[src/rtl/tx_slot_writer.sv]
// TX record ingest: validates records from a 16-bit valid/ready stream, writes them into the
// frame slot ring, and publishes mem_wr_ptr only once a whole record has landed.
module tx_slot_writer #(
  parameter int          ADDR_W  = 14,
  parameter logic [15:0] MIN_LEN = 16'd60,
  parameter logic [15:0] MAX_LEN = 16'd1514
) (
  input  logic              gmii_tx_clk,
  input  logic              sys_rst,
  input  logic              in_valid,
  input  logic [15:0]       in_data,
  input  logic              in_sop,
  input  logic              in_eop,
  output logic              in_ready,
  output logic [ADDR_W-1:0] slot_wr_addr,
  output logic [15:0]       slot_wr_data,
  output logic [1:0]        slot_wr_byte_en,
  output logic              slot_wr_en,
  input  logic [ADDR_W-1:0] mem_rd_ptr,
  output logic [ADDR_W-1:0] mem_wr_ptr,
  output logic [15:0]       frame_count,
  output logic [15:0]       drop_count
);

  typedef enum logic [2:0] {IDLE, SPACE, HDR, DATA, DROP} state_t;

  state_t            r_state;
  logic              r_in_ready;
  logic              r_wr_en;
  logic [1:0]        r_wr_be;
  logic [ADDR_W-1:0] r_wr_addr;
  logic [15:0]       r_wr_data;
  logic [ADDR_W-1:0] r_wp;
  logic [ADDR_W-1:0] r_mem_wr_ptr;
  logic [15:0]       r_frame_cnt;
  logic [15:0]       r_drop_cnt;
  logic [15:0]       r_len;
  logic [15:0]       r_n;
  logic [15:0]       r_idx;
  logic              r_commit;

  logic              w_acc;
  logic              w_busy;
  logic              w_len_ok;
  logic [15:0]       w_len_n;
  logic [ADDR_W-1:0] w_free;
  logic              w_fit;
  logic              w_last;

  assign w_acc    = in_valid & r_in_ready;
  assign w_busy   = (r_state == HDR) || (r_state == DATA);
  assign w_len_ok = (in_data >= MIN_LEN) && (in_data <= MAX_LEN);
  assign w_len_n  = 16'd7 + {1'b0, in_data[15:1]} + {15'd0, in_data[0]};
  // One slot stays empty so a full ring is distinguishable from an empty one.
  assign w_free   = mem_rd_ptr - r_mem_wr_ptr - ADDR_W'(1);
  assign w_fit    = 32'(w_free) >= 32'(r_n);
  assign w_last   = (r_idx == r_n - 16'd1);

  always_ff @(posedge gmii_tx_clk) begin
    if (sys_rst) begin
      r_state      <= IDLE;
      r_in_ready   <= 1'b0;
      r_wr_en      <= 1'b0;
      r_wr_be      <= 2'b00;
      r_wr_addr    <= '0;
      r_wr_data    <= '0;
      r_wp         <= '0;
      r_mem_wr_ptr <= '0;
      r_frame_cnt  <= '0;
      r_drop_cnt   <= '0;
      r_len        <= '0;
      r_n          <= '0;
      r_idx        <= '0;
      r_commit     <= 1'b0;
    end else begin
      r_in_ready <= 1'b1;
      r_wr_en    <= 1'b0;
      r_wr_be    <= 2'b00;
      r_commit   <= 1'b0;
      // Publish one cycle after the final write, so the pointer never leads the data.
      if (r_commit) begin
        r_mem_wr_ptr <= r_wp;
        r_frame_cnt  <= r_frame_cnt + 16'd1;
      end
      if (w_acc && in_sop) begin
        r_len <= in_data;
        r_n   <= w_len_n;
        if (w_busy) r_wp <= r_mem_wr_ptr;
        r_drop_cnt <= r_drop_cnt + 16'(w_busy) + 16'(!w_len_ok);
        if (w_len_ok) begin
          r_state    <= SPACE;
          r_in_ready <= 1'b0;
        end else begin
          r_state <= in_eop ? IDLE : DROP;
        end
      end else begin
        case (r_state)
          IDLE: r_state <= IDLE;
          SPACE: begin
            if (w_fit) begin
              r_wr_en   <= 1'b1;
              r_wr_be   <= 2'b11;
              r_wr_addr <= r_wp;
              r_wr_data <= r_len;
              r_wp      <= r_wp + ADDR_W'(1);
              r_idx     <= 16'd1;
              r_state   <= HDR;
            end else begin
              r_in_ready <= 1'b0;
            end
          end
          HDR, DATA: begin
            if (w_acc) begin
              if (w_last && in_eop) begin
                r_wr_en   <= 1'b1;
                r_wr_be   <= 2'b11;
                r_wr_addr <= r_wp;
                r_wr_data <= in_data;
                r_wp      <= r_wp + ADDR_W'(1);
                r_commit  <= 1'b1;
                r_state   <= IDLE;
              end else if (w_last || in_eop) begin
                r_drop_cnt <= r_drop_cnt + 16'd1;
                r_wp       <= r_mem_wr_ptr;
                r_state    <= in_eop ? IDLE : DROP;
              end else begin
                r_wr_en   <= 1'b1;
                r_wr_be   <= 2'b11;
                r_wr_addr <= r_wp;
                r_wr_data <= in_data;
                r_wp      <= r_wp + ADDR_W'(1);
                r_idx     <= r_idx + 16'd1;
                if (r_idx == 16'd6) r_state <= DATA;
              end
            end
          end
          DROP: if (w_acc && in_eop) r_state <= IDLE;
          default: r_state <= IDLE;
        endcase
      end
    end
  end

  assign in_ready        = r_in_ready;
  assign slot_wr_en      = r_wr_en;
  assign slot_wr_byte_en = r_wr_be;
  assign slot_wr_addr    = r_wr_addr;
  assign slot_wr_data    = r_wr_data;
  assign mem_wr_ptr      = r_mem_wr_ptr;
  assign frame_count     = r_frame_cnt;
  assign drop_count      = r_drop_cnt;

endmodule

[config.mk]
export PLATFORM = sky130hd
export DESIGN_NAME = tx_slot_writer
export DESIGN_NICKNAME = d
export VERILOG_FILES = /design/src/rtl/tx_slot_writer.sv
export SDC_FILE = /design/constraint.sdc
export NUM_CORES = 1
export LEC_CHECK = 0
export ABC_AREA = 1
export CAP_MARGIN = 40
export CORE_ASPECT_RATIO = 1.75
export CORE_UTILIZATION = 40
export CTS_CLUSTER_SIZE = 14
export DETAILED_ROUTE_END_ITERATION = 7
export DONT_BUFFER_PORTS = 1
export PLACE_DENSITY = 0.54
export SLEW_MARGIN = 20
export SYNTH_ARGS = -nofsm -noshare
export SYNTH_HDL_FRONTEND = slang
export SYNTH_SLANG_ARGS = --single-unit
[constraint.sdc]
create_clock -name gmii_tx_clk -period 9 [get_ports gmii_tx_clk]
set_input_delay 1.8 -clock gmii_tx_clk [delete_from_list [all_inputs] [get_ports gmii_tx_clk]]
set_output_delay 1.8 -clock gmii_tx_clk [all_outputs]
set_load 0.005 [all_outputs]
==> results.py, run 1 <==
metrics = {
    "global_route": {
        "grt_use_total_pct": 26.2,
        "grt_max_degree": 72,
        "grt_pass1_vias": 8320,
        "grt.overflow.total": 0,
        "grt_antenna_before_repair": 0,
        "grt_pass1_wl_um": 44400,
    },
    "synth": {
        "seq_area_frac_synth_pct": 32.9,
        "ys_seq_elements": 144,
        "syn_area_um2": 8770,
        "syn_inst": 1333,
        "ys_warn_count": 0,
        "avgSynthCellArea_um2": 6.58,
        "synthFlopType": "dfxtp_1",
        "async_flop_share_pct": 0,
        "synth_enable_flop_cells": 0,
        "ys_types": 38,
        "synth_nets": 1411,
    },
    "die": {
        "fp.dieW_um": 114,
        "dieArea_um2": 22500,
        "rows": 71,
        "io_pins": 115,
        "initial_core_util_pct": 40.8,
        "core_area_um2": 21500,
        "die_y_um": 198,
    },
    "cts": {
        "cts.path.max_buffers": 2,
        "clkLatencyLatePin_ps": 430,
        "cts-hold-fix-buffers": 0,
        "cts_resized": 0,
        "clk_pin_slew_ps": 60,
        "cts_setup_buffers": 0,
        "cts_tree": "yes",
        "htree_levels": 4,
        "cts_root_buf": "clkbuf_16",
        "numCtsBuffers": 17,
        "clock-sinks": 144,
    },
    "power_and_ir_drop": {
        "power_density_nw_per_um2": 229,
        "power.leakage_nw": 3.88,
        "power_mw": 2.18,
        "ir_drop_mv": 0.116,
    },
    "setup_path": {
        "worstSetupPathType": "in -> reg",
        "reg2reg_slack_ps": 4500,
        "worstReg2RegEnd": "slot_wr_addr[3]",
        "worstRegToRegCells": 22,
        "worstReg2RegStart": "mem_wr_ptr[0]",
        "path_max_fanout": 47,
        "cp-start-kind": "input pin",
        "cp-end-kind": "register",
        "required_ps": 9320,
        "arrival_ps": 5680,
    },
    "detailed_routing": {
        "firstDrtPassIters": 5,
        "wl_per_cell_um": 17.8,
        "vias": 8517,
        "antenna_left": 0,
        "drc_errors": 0,
        "drt-total-wl_um": 28600,
        "drt-initial-drc-count": 354,
        "routed_via_density": 5.31,
    },
    "final_layout": {
        "stdcell_count": 1605,
        "drive_above_1_share_pct": 4.57,
        "area_growth_syn_to_layout_pct": 8.86,
        "final_cell_mix": "nand2_1 (309), inv_1 (156), dfxtp_1 (144), nor2_1 (140), a21oi_1 (111)",
        "diodes": 0,
        "final_common_cell": "nand2_1",
        "final_area_um2": 9550,
        "num-nets-final": 1379,
    },
    "timing": {
        "rsz0062_at_grt": "no",
        "min_period_over_period_pct": 59.6,
        "setup_tns_ps": 0,
        "skew_ps": 6.18,
        "fmax_mhz": 187,
        "report.final.hold_viol_count": 0,
        "whs_ps": 460,
        "slew_headroom_pct": 39.6,
        "finalSetupViolCount": 0,
        "finalMaxSlewViolations": 0,
        "worst_slew_pin_slew_ps": 897,
        "min_period_ps": 5360,
    },
    "placement": {
        "io_buffers": 0,
        "dp_cells": 1574,
        "placed_cell_area_um2": 8960,
        "gp_congestion": 0.896,
        "dpl.hpwl_um": 21600,
    },
    "min_path": {
        "min_to": "r_len[11]",
        "whs_path_depth": 2,
        "hold_start": "r_len[11]",
        "hp-class": "reg -> reg",
    },
    "run_status": {
        "status": "complete, no violations",
    },
    "job": {
        "drv_cap": 0,
    },
}
## cell families (layout without fill, tap and decap cells)
family,after synthesis,after routing,share of synthesized area [%]
xor+xnor,52,52,5.19
buf+inv,220,200,9.76
flops,144,144,32.9
compound gates,220,220,13.1
simple gates,654,654,32.8
fa+ha+maj,43,43,6.31
## layer usage
layer / vias up / part of all wire [%] / global-route usage (%)
met2: 204 / 53 / 48.9
li1: 4302 / - / -
met3: 62 / 4.8 / 5.72
met1: 3949 / 36 / 24.7
met4: 0 / 6.6 / 18.8
met5: - / 0 / 0
## area by class of cell
class	instances	area (um^2)
fillers	2349	12000
multi-input cells	969	5040
flip-flops and latches	144	2880
inverters	160	601
clock buffers	20	457
well taps	292	365
clock inverters	11	131
repair buffers	9	75.1
## power by group
| group | internal, mW | leakage [nW] | switching, mW |
|---|---|---|---|
| Combinational | 0.200 | 2.44 | 0.491 |
| Clock | 0.424 | 0.279 | 0.297 |
| Sequential | 0.698 | 1.17 | 0.0730 |
## registers in the layout, indices dropped and copies added, names as in the netlist
register	flops
drop_count	16
slot_wr_byte_en	1
r_n	16
in_ready	1
frame_count	16
r_state	3
r_idx	16
r_commit	1
slot_wr_addr	14
r_len	16
mem_wr_ptr	14
slot_wr_data	16
r_wp	14
## Yosys cell counts (2+ instances only)
cell type  instances  area (um^2)
or2_2              3         18.8
inv_1            157          589
nor2_1           140          526
nor4_1             5         31.3
nand2_1          309         1160
o221ai_1           2         17.5
nor3_2             3         30.0
a31oi_1            4         25.0
xnor2_1           13          114
clkbuf_1          39          146
ha_1              41          513
xor2_1            39          342
o22ai_1            8         50.1
o21ai_0           84          420
nand3_1           78          390
nand2_2            3         18.8
a21o_1             4         30.0
nand3_2            4         40.0
dfxtp_1          144         2880
inv_2              2         7.51
o21a_1             2         15.0
fa_1               2         40.0
buf_1              3         11.3
nand4_1           68          425
o21bai_1           2         15.0
nor3_1            35          175
a21oi_1          112          561
buf_2             15         75.1
buf_4              3         22.5
## worst max-delay path: stages
cell and delay, ps:
ha_1 150, inv_1 60, fa_1 400, o21ai_0 400, a21oi_1 170, o21ai_0 280, a21oi_1 130, xor2_1 160
inv_1 60, ha_1 280, nand4_1 70, nor2_1 150, nand2_1 70, nand2_1 60, nor2_1 60, nand3_1 70
buf_4 410, nand3_1 450, buf_8 300, nand2_1 60, a21oi_1 60
## per-stage QoR
stage          worst slack, ps  util (%)
2_1_floorplan             4180         -
3_3_place_gp              2900      41.6
3_5_place_dp              3190      41.7
4_1_cts                   3640      44.4
5_1_grt                   3260      44.4
6_report                  3640      44.4
## how the worst max path moves through the flow
stage / depth (start not counted) / to / start
2_1_floorplan: 20 / r_wp[5] / mem_rd_ptr[0]
3_3_place_gp: 19 / slot_wr_data[15] / mem_rd_ptr[0]
3_5_place_dp: 21 / slot_wr_addr[6] / mem_rd_ptr[0]
4_1_cts: 21 / slot_wr_data[0] / mem_rd_ptr[0]
5_1_grt: 21 / slot_wr_addr[3] / mem_rd_ptr[0]
6_report: 21 / slot_wr_addr[3] / mem_rd_ptr[0]
Note: power is estimated with default switching activity, not from simulation.
==> inputs of run 2 (changes only) <==
Settings changed: PLACE_DENSITY 0.54 to 0.56.
Clock period 9 ns to 4.4 ns, I/O delays scaled along.
==> results.py, run 2 (synthesized netlist as in run 1, its figures left out) <==
metrics = {
    "timing": {
        "worst_slew_pin_slew_ps": 908,
        "rsz0062_at_grt": "no",
        "setup_tns_ps": 0,
        "min_period_over_period_pct": 87.5,
        "slew_headroom_pct": 38.8,
        "skew_ps": 16.0,
        "finalMaxSlewViolations": 0,
        "min_period_ps": 3850,
        "fmax_mhz": 260,
        "report.final.hold_viol_count": 0,
        "finalSetupViolCount": 0,
    },
    "setup_path": {
        "worstReg2RegStart": "mem_wr_ptr[0]",
        "cp-end-kind": "register",
        "path_depth": 20,
        "cp-start-kind": "register",
        "startpoint": "mem_wr_ptr[0]",
        "worstReg2RegEnd": "r_idx[0]",
        "worstSetupPathType": "reg -> reg",
        "worstSetupEndpoint": "r_idx[0]",
        "reg2reg_slack_ps": 550,
        "worstRegToRegCells": 20,
        "arrival_ps": 4180,
        "path_max_fanout": 18,
        "slowest_stage": "fa_1",
        "cp_top_family": "compound AO/OA/AOI/OAI gates",
        "required_ps": 4730,
        "path_cells": "inv_1 -> ha_1 -> inv_1 -> fa_1 -> o21ai_0 -> a21oi_1 -> o21ai_0 -> a21oi_1 -> xor2_1 -> inv_1 -> ha_1 -> nand4_1 -> nor2_1 -> nand2_1 -> nand2_1 -> nor2_1 -> nand3_1 -> nand3_2 -> o21ai_0 -> nor2_1",
        "cp_slowest_stage_delay_ps": 400,
        "crit_buf_inv": 3,
    },
    "run_status": {
        "status": "complete, no violations",
    },
    "power_and_ir_drop": {
        "comb_power_share_pct": 31.4,
        "switchingPower_mw": 1.80,
        "p_clk_share_pct": 35.2,
        "power_density_nw_per_um2": 487,
        "switching_share_pct": 38.1,
        "power.leakage_nw": 3.97,
        "p_int_mw": 2.93,
        "ir_drop_mv": 0.341,
        "seqPwrFrac_pct": 33.4,
    },
    "die": {
        "dieArea_um2": 22500,
        "rows": 71,
        "initial_core_util_pct": 40.8,
        "fp.dieW_um": 114,
        "io_pins": 115,
        "die_y_um": 198,
        "core_area_um2": 21500,
    },
    "detailed_routing": {
        "vias": 8533,
        "drt-total-wl_um": 28900,
        "routed_via_density": 5.29,
        "antenna_left": 0,
        "drt-initial-drc-count": 440,
        "drc_errors": 0,
        "wl_per_cell_um": 17.9,
        "firstDrtPassIters": 5,
    },
    "cts": {
        "clk_pin_slew_ps": 70,
        "cts_resized": 0,
        "clkLatencyLatePin_ps": 450,
        "clock-sinks": 144,
        "cts_setup_buffers": 0,
        "numCtsBuffers": 17,
        "cts.path.max_buffers": 2,
        "cts-hold-fix-buffers": 0,
        "cts_root_buf": "clkbuf_16",
        "cts_tree": "yes",
        "htree_levels": 4,
    },
    "global_route": {
        "grt_pass1_wl_um": 44800,
        "grt_max_degree": 72,
        "grt.overflow.total": 0,
        "grt_use_total_pct": 26.4,
        "grt_pass1_vias": 8351,
        "grt_antenna_before_repair": 0,
    },
    "placement": {
        "gp_congestion": 0.869,
        "io_buffers": 0,
        "dp_cells": 1580,
        "dpl.hpwl_um": 22000,
    },
    "job": {
        "drv_cap": 0,
    },
    "final_layout": {
        "drive_above_1_share_pct": 5.15,
        "fill_cells": 2352,
        "num-nets-final": 1386,
        "final_cell_mix": "nand2_1 (308), inv_1 (156), dfxtp_1 (144), nor2_1 (140), a21oi_1 (111)",
        "stdcell_count": 1613,
        "final_common_cell": "nand2_1",
        "fin_util_pct": 45.1,
        "diodes": 0,
        "area_growth_syn_to_layout_pct": 10.6,
    },
    "min_path": {
        "hp-class": "reg -> reg",
    },
}
==> run 2: final cells by class <==
type	count	area [um^2]	share of cell area, %
multi-input combinational	969	5040	51.9
sequential	144	2880	29.7
inverter	160	601	6.19
clock buffer	21	460	4.75
tap	292	365	3.77
clock inverter	11	200	2.06
timing repair buffer	16	155	1.60
==> run 2: power by group through the flow <==
stage | logic [mW] | clock network (mW) | registers, mW
2_1_floorplan | 1.08 | 0 | 1.55
5_1_grt | 1.67 | 1.74 | 1.59
3_5_place_dp | 1.48 | 0 | 1.61
3_3_place_gp | 1.47 | 0 | 1.60
6_report | 1.49 | 1.66 | 1.58
4_1_cts | 1.49 | 1.69 | 1.58
==> run 2: metal layers <==
metal / track usage [%] / wire length, um
met1: 24.4 / 10100
met2: 49.6 / 15400
met3: 6.09 / 1350
met4: 19.0 / 2070
met5: 0 / 0
==> run 2: how the worst min path moves through the flow <==
stage | start | end | slack [ps] | depth (start not counted)
after floorplan | r_len[12] | r_len[12] | 440 | 2
after global placement | r_len[9] | r_len[9] | 440 | 2
after detailed placement | r_len[12] | r_len[12] | 450 | 2
after CTS | r_len[12] | r_len[12] | 460 | 2
final | r_len[12] | r_len[12] | 460 | 2
after global routing | r_len[14] | r_len[14] | 470 | 2
==> run 2: through the flow <==
stage / setup slack, ps / cell area, um^2 / power, mW / hold WS (ps)
6_report: 552 / 9700 / 4.73 / 459
5_1_grt: 177 / 9700 / 5.00 / 470
4_1_cts: 551 / 9700 / 4.75 / 461
3_5_place_dp: 106 / 9040 / 3.09 / 451
3_3_place_gp: 155 / 9040 / 3.08 / 444
2_1_floorplan: 496 / 8770 / 2.63 / 441
==> run 2: worst reg2reg max path, cell delays in order (launching register included) <==
cell and delay (ps):
dfxtp_1 360, inv_1 80, ha_1 160, inv_1 60, fa_1 400, o21ai_0 290
a21oi_1 150, o21ai_0 270, a21oi_1 130, xor2_1 140, inv_1 50, ha_1 280
nand4_1 90, nor2_1 150, nand2_1 60, nand2_1 50, nor2_1 60, nand3_1 250
nand3_2 390, o21ai_0 280, nor2_1 60
